File: config.mk
export PLATFORM = sky130hd
export DESIGN_NAME = div_seq_32s
export DESIGN_NICKNAME = d
export VERILOG_FILES = /design/src/rtl/div_seq_32s_pkg.sv /design/src/rtl/div_seq_32s_step.sv /design/src/rtl/div_seq_32s.sv
export SDC_FILE = /design/constraint.sdc
export NUM_CORES = 1
export LEC_CHECK = 0
export ABC_AREA = 1
export CAP_MARGIN = 5
export CORE_MARGIN = 4
export CORE_UTILIZATION = 58
export CTS_CLUSTER_DIAMETER = 60
export CTS_CLUSTER_SIZE = 30
export DETAILED_ROUTE_END_ITERATION = 10
export PLACE_DENSITY = 0.81
export SYNTH_ARGS = -nofsm -noshare
export SYNTH_HDL_FRONTEND = slang
export SYNTH_SLANG_ARGS = --single-unit
File: constraint.sdc
create_clock -name clock -period 5.2 [get_ports clock]
set_input_delay 0.78 -clock clock [delete_from_list [all_inputs] [get_ports clock]]
set_output_delay 0.78 -clock clock [all_outputs]
set_load 0.03 [all_outputs]
File: src/rtl/div_seq_32s_pkg.sv
// Shared definitions for the sequential signed divider: state encoding,
// default width and the most-negative dividend used for overflow detection.
package div_seq_32s_pkg;

  localparam int DIV_WIDTH = 32;

  localparam logic [31:0] DIV_OVF_DIVIDEND = 32'h8000_0000;

  typedef enum logic [1:0] {
    DIV_IDLE = 2'd0,
    DIV_CALC = 2'd1,
    DIV_DONE = 2'd2
  } div_state_t;

endpackage

File: src/rtl/div_seq_32s_step.sv
// One radix-2 restoring division iteration on unsigned magnitudes.
// Shifts {R,Q} left by one, trial-subtracts |B| from the widened partial
// remainder and keeps the difference only when it is non-negative.
module div_seq_32s_step #(
  parameter int WIDTH = 32
) (
  input  logic [WIDTH-1:0] i_r,
  input  logic [WIDTH-1:0] i_q,
  input  logic [WIDTH-1:0] i_b,
  output logic [WIDTH-1:0] o_r,
  output logic [WIDTH-1:0] o_q
);

  // One extra bit so the borrow of the trial subtraction is the sign bit.
  logic [WIDTH:0] w_r_sh;
  logic [WIDTH:0] w_t;

  assign w_r_sh = {i_r, i_q[WIDTH-1]};
  assign w_t    = w_r_sh - {1'b0, i_b};

  assign o_r = w_t[WIDTH] ? w_r_sh[WIDTH-1:0] : w_t[WIDTH-1:0];
  assign o_q = {i_q[WIDTH-2:0], ~w_t[WIDTH]};

endmodule

File: src/rtl/div_seq_32s.sv
// Multi-cycle signed integer divider (quotient truncated toward zero,
// remainder takes the dividend's sign). Fixed latency of WIDTH+1 edges
// from start acceptance to the one-cycle data_resultRDY pulse.
module div_seq_32s
  import div_seq_32s_pkg::*;
#(
  parameter int WIDTH = DIV_WIDTH
) (
  input  logic             clock,
  input  logic             reset_n,
  input  logic             ctrl_DIV,
  input  logic [WIDTH-1:0] data_operandA,
  input  logic [WIDTH-1:0] data_operandB,
  output logic [WIDTH-1:0] data_result,
  output logic [WIDTH-1:0] data_remainder,
  output logic             data_exception,
  output logic             data_resultRDY,
  output logic             busy
);

  localparam int CW = $clog2(WIDTH) + 1;
  localparam logic [WIDTH-1:0] MOST_NEG = DIV_OVF_DIVIDEND[DIV_WIDTH-1 -: WIDTH];

  // Two's complement negation in the invert-plus-one adder style.
  function automatic logic [WIDTH-1:0] f_neg(input logic [WIDTH-1:0] x);
    return ~x + {{(WIDTH-1){1'b0}}, 1'b1};
  endfunction

  div_state_t r_state;
  div_state_t w_state_nxt;

  logic [CW-1:0]    r_cnt;
  logic [WIDTH-1:0] r_rem;
  logic [WIDTH-1:0] r_quo;
  logic [WIDTH-1:0] r_babs;
  logic             r_sign_a;
  logic             r_sign_b;
  logic             r_divz;
  logic             r_ovf;

  logic signed [WIDTH-1:0] w_a_s;
  logic signed [WIDTH-1:0] w_b_s;
  logic [WIDTH-1:0] w_abs_a;
  logic [WIDTH-1:0] w_abs_b;
  logic [WIDTH-1:0] w_rem_nxt;
  logic [WIDTH-1:0] w_quo_nxt;
  logic             w_last;

  assign w_a_s   = data_operandA;
  assign w_b_s   = data_operandB;
  assign w_abs_a = (w_a_s < 0) ? f_neg(data_operandA) : data_operandA;
  assign w_abs_b = (w_b_s < 0) ? f_neg(data_operandB) : data_operandB;
  assign w_last  = (r_cnt == CW'(WIDTH - 1));

  div_seq_32s_step #(.WIDTH(WIDTH)) u_step (
    .i_r (r_rem),
    .i_q (r_quo),
    .i_b (r_babs),
    .o_r (w_rem_nxt),
    .o_q (w_quo_nxt)
  );

  // State register; reset aborts any in-flight divide.
  always_ff @(posedge clock) begin
    if (!reset_n) r_state <= DIV_IDLE;
    else          r_state <= w_state_nxt;
  end

  // Next-state logic: start only from IDLE, WIDTH iterations, one DONE cycle.
  always_comb begin
    w_state_nxt = r_state;
    case (r_state)
      DIV_IDLE: if (ctrl_DIV) w_state_nxt = DIV_CALC;
      DIV_CALC: if (w_last)   w_state_nxt = DIV_DONE;
      DIV_DONE:               w_state_nxt = DIV_IDLE;
      default:                w_state_nxt = DIV_IDLE;
    endcase
  end

  // Busy covers CALC and DONE; it drops together with the ready pulse.
  always_comb begin
    busy = (r_state != DIV_IDLE);
  end

  // Datapath: operand capture, restoring iterations, sign fix-up of results.
  always_ff @(posedge clock) begin
    if (!reset_n) begin
      r_cnt          <= '0;
      data_result    <= '0;
      data_remainder <= '0;
      data_exception <= 1'b0;
      data_resultRDY <= 1'b0;
    end else begin
      data_resultRDY <= 1'b0;
      case (r_state)
        DIV_IDLE: begin
          if (ctrl_DIV) begin
            r_sign_a <= data_operandA[WIDTH-1];
            r_sign_b <= data_operandB[WIDTH-1];
            r_babs   <= w_abs_b;
            r_quo    <= w_abs_a;
            r_rem    <= '0;
            r_cnt    <= '0;
            r_divz   <= (data_operandB == '0);
            r_ovf    <= (data_operandA == MOST_NEG) && (data_operandB == {WIDTH{1'b1}});
          end
        end
        DIV_CALC: begin
          r_rem <= w_rem_nxt;
          r_quo <= w_quo_nxt;
          r_cnt <= r_cnt + 1'b1;
        end
        DIV_DONE: begin
          // Overflow needs no override: |MOST_NEG|/1 negated is MOST_NEG again.
          if (r_divz) begin
            data_result    <= '0;
            data_remainder <= '0;
          end else begin
            data_result    <= (r_sign_a ^ r_sign_b) ? f_neg(r_quo) : r_quo;
            data_remainder <= r_sign_a ? f_neg(r_rem) : r_rem;
          end
          data_exception <= r_divz | r_ovf;
          data_resultRDY <= 1'b1;
        end
        default: ;
      endcase
    end
  end

endmodule
==> flow_metrics.env <==
export IMPL_status="complete, no violations"
export IMPL_wire_per_inst_um=14.78
export IMPL_syn_avg_cell_area_um2=6.579
export IMPL_cts_inserted_buffers=17
export IMPL_die_x_um=157.1
export IMPL_area_growth_pct=16.34
export IMPL_setup_violations=0
export IMPL_cts_resized=0
export IMPL_p_per_area_nw_per_um2=248.2
export IMPL_place_hpwl_mm=27.33
export IMPL_multi_input_area_um2=7084
export IMPL_avgViaCountPerCell=5.429
export IMPL_hp_start="data_remainder[31]"
export IMPL_first_iter_violations=1186
export IMPL_postCtsSetupBuffers=0
export IMPL_grt_max_degree=82
export IMPL_m1WireLength_mm=16.31
export IMPL_maxCapViolCount=0
export IMPL_syn_nets=2065
export IMPL_path_class="register to register"
export IMPL_grt_first_pass_wirelength_mm=56.86
export IMPL_post_cts_hold_buffer_count=0
export IMPL_cts_tree="yes"
export IMPL_port_buffers=133
export IMPL_fill_cells=1901
export IMPL_grt_ovfl_total=0
export IMPL_holdPathEnd="data_remainder[31]"
export IMPL_start_util_pct=59.06
export IMPL_ys_flop_type="edfxtp_1"
export IMPL_worst_path_largest_cell_delay_ns=0.62
export IMPL_cts_root_buffer="clkbuf_16"
export IMPL_netlist_area_um2=12890
export IMPL_critPathCaptureType="register"
export IMPL_dpl_cell_count=2329
export IMPL_cp_slowest_cell="buf_4"
export IMPL_routabilityCongestion=0.9614
export IMPL_met3_length_mm=3.433
export IMPL_maxSlewHeadroom_pct=33.44
export IMPL_worst_path_dominant_cell_family="buffers and inverters"
export IMPL_path_cells="inv_1 -> nor2_4 -> buf_4 -> inv_1 -> nand2_1 -> inv_1 -> nor2_4 -> buf_4"
export IMPL_n_antenna_cell=0
export IMPL_io_pins=134
export IMPL_insertion_delay_ns=0.43
export IMPL_track_usage_pct=28.47
export IMPL_antenna_found_initial=0
export IMPL_drv_slew=0
export IMPL_path_buf_inv=5
export IMPL_timing_reg2reg_setup_slack_ns=1.95
export IMPL_period_minus_slack_ns=3.248
export IMPL_rsz0062_at_grt="false"
export IMPL_synth_seq_area_share_pct=34.79
export IMPL_start_kind="register"
export IMPL_period_share_pct=62.46
export IMPL_core_um2=21820
export IMPL_clock_sinks=174
export IMPL_die_h_um=157.1
export IMPL_clk_pin_slew_ns=0.07
export IMPL_dr_wl_met2_mm=14.79
export IMPL_fin_cells=2361
export IMPL_postRouteAntennaNets=0
export IMPL_cp_max_fo=81
export IMPL_totalWireLength_mm=34.90
export IMPL_yosys_register_bits=174
export IMPL_synthArstFlopShare_pct=0
export IMPL_syn_inst=1959
export IMPL_crit_top_cell="inv_1"
export IMPL_dieArea_um2=24670
export IMPL_finalNetCount=2174
export IMPL_hold_viol=0
export IMPL_r2r_end="r_rem[14]"
export IMPL_max_freq_mhz=307.9
export IMPL_cp_arrival_ns=3.30
export IMPL_ys_types=51
export IMPL_drive_gt1_share_pct=5.718
export IMPL_vdd_drop_max_uv=190.6
export IMPL_grt_pass1_vias=11560
export IMPL_p_leak_nw=6.777
export IMPL_layout_common_cells="576 x nand2_1, 284 x inv_1, 212 x nor2_1"
export IMPL_fin_skew_ns=0.01150
export IMPL_highest_layer="met4"
export IMPL_worstHoldPathType="register to register"
export IMPL_drt_pass1_iter_count=5
export IMPL_timing_rr_start="r_state[0]"
export IMPL_tns_ns=0
export IMPL_r2r_cells=8
export IMPL_synth_edf_count=100
export IMPL_num_vias=12820
export IMPL_required_ns=5.25
export IMPL_row_count=54
export IMPL_cts_htree_levels=4
export IMPL_tightest_slew_ns=0.9983
export IMPL_layout_commonest_cell="nand2_1"
export IMPL_drc=0
export IMPL_whs_path_depth=2
export IMPL_cts_max_path_buffers=2
export IMPL_synth_warnings=0
export IMPL_seq_area_um2=4484
worst reg2reg max path, cell delays in order, from the launching register on:
cell and delay [ns]:
dfxtp_1 0.33, inv_1 0.08, nor2_4 0.08, buf_4 0.60
inv_1 0.60, nand2_1 0.27, inv_1 0.13, nor2_4 0.09
buf_4 0.62
state kept, by name, indices dropped and copies added (netlist names), 2 cells and up:
signal / count
r_quo: 32
data_remainder: 32
r_state: 2
r_rem: 32
r_babs: 32
data_result: 32
r_cnt: 6
where the power goes:
part	internal (mW)	total (mW)	switching (mW)	leakage, nW
combinational	0.296	0.858	0.562	4.94
clock	0.703	1.25	0.550	0.291
sequential	1.54	1.61	0.0734	1.55
worst max-delay path by stage:
| stage | startpoint | end | slack [ns] | cells past startpoint |
|---|---|---|---|---|
| 2_1_floorplan | reset_n | r_quo[0] | 0.98 | 3 |
| 3_3_place_gp | r_state[0] | r_rem[7] | 2.13 | 8 |
| 3_5_place_dp | r_state[0] | r_rem[4] | 2.03 | 8 |
| 4_1_cts | r_state[0] | r_rem[14] | 2.00 | 8 |
| 5_1_grt | r_state[0] | r_rem[14] | 1.69 | 8 |
| 6_report | r_state[0] | r_rem[14] | 1.95 | 8 |
synthesized netlist by cell type, types with 9 or more instances:
| library cell | n | area (µm²) |
|---|---|---|
| a21boi_0 | 10 | 75.07 |
| a21oi_1 | 97 | 485.5 |
| clkbuf_1 | 40 | 150.1 |
| dfxtp_1 | 74 | 1481 |
| edfxtp_1 | 100 | 3003 |
| ha_1 | 38 | 475.5 |
| inv_1 | 284 | 1066 |
| inv_2 | 9 | 33.78 |
| nand2_1 | 577 | 2166 |
| nand3_1 | 202 | 1011 |
| nand4_1 | 27 | 168.9 |
| nor2_1 | 216 | 810.8 |
| nor2_2 | 27 | 168.9 |
| nor3_1 | 23 | 115.1 |
| o21ai_0 | 83 | 415.4 |
| or2_2 | 15 | 93.84 |
| xnor2_1 | 17 | 148.9 |
| xor2_1 | 40 | 350.3 |
cell type report:
class | instances | share of cell area, %
multi-input cells | 1440 | 47.25
clock buffers | 22 | 3.388
inverters | 294 | 7.360
well taps | 280 | 2.336
repair buffers | 141 | 9.279
flip-flops and latches | 174 | 29.91
clock inverters | 10 | 0.4840
metrics by stage:
step | util (%) | hold slack [ns] | setup slack (ns) | cell area, µm² | power [mW]
after CTS | 68.71 | 0.4646 | 1.995 | 14990 | 3.721
after global routing | 68.71 | 0.4817 | 1.688 | 14990 | 3.914
after floorplan | - | 0.4371 | 0.9786 | 12890 | 2.233
after global placement | 66.05 | 0.4521 | 2.132 | 14410 | 2.461
final | 68.71 | 0.4639 | 1.952 | 14990 | 3.722
after detailed placement | 66.05 | 0.4547 | 2.026 | 14410 | 2.478
per-layer routing:
metal | vias to the layer above | track usage, %
met5 | - | 0
met4 | 0 | 6.104
met3 | 28 | 4.289
met2 | 549 | 42.54
met1 | 5745 | 43.84
li1 | 6495 | -
cells by family (layout without fill, tap and decap cells):
kind of cell,Yosys count,count (layout),share of synthesized area [%]
adders and majority gates,39,39,3.844
DFF,174,174,34.79
and+or+nand+nor,1121,1121,37.53
AOI/OAI and AO/OA,223,223,9.504
buffers and inverters,345,467,10.46
xor gates and xnor gates,57,57,3.873
Power figures use the tool's default switching activity.
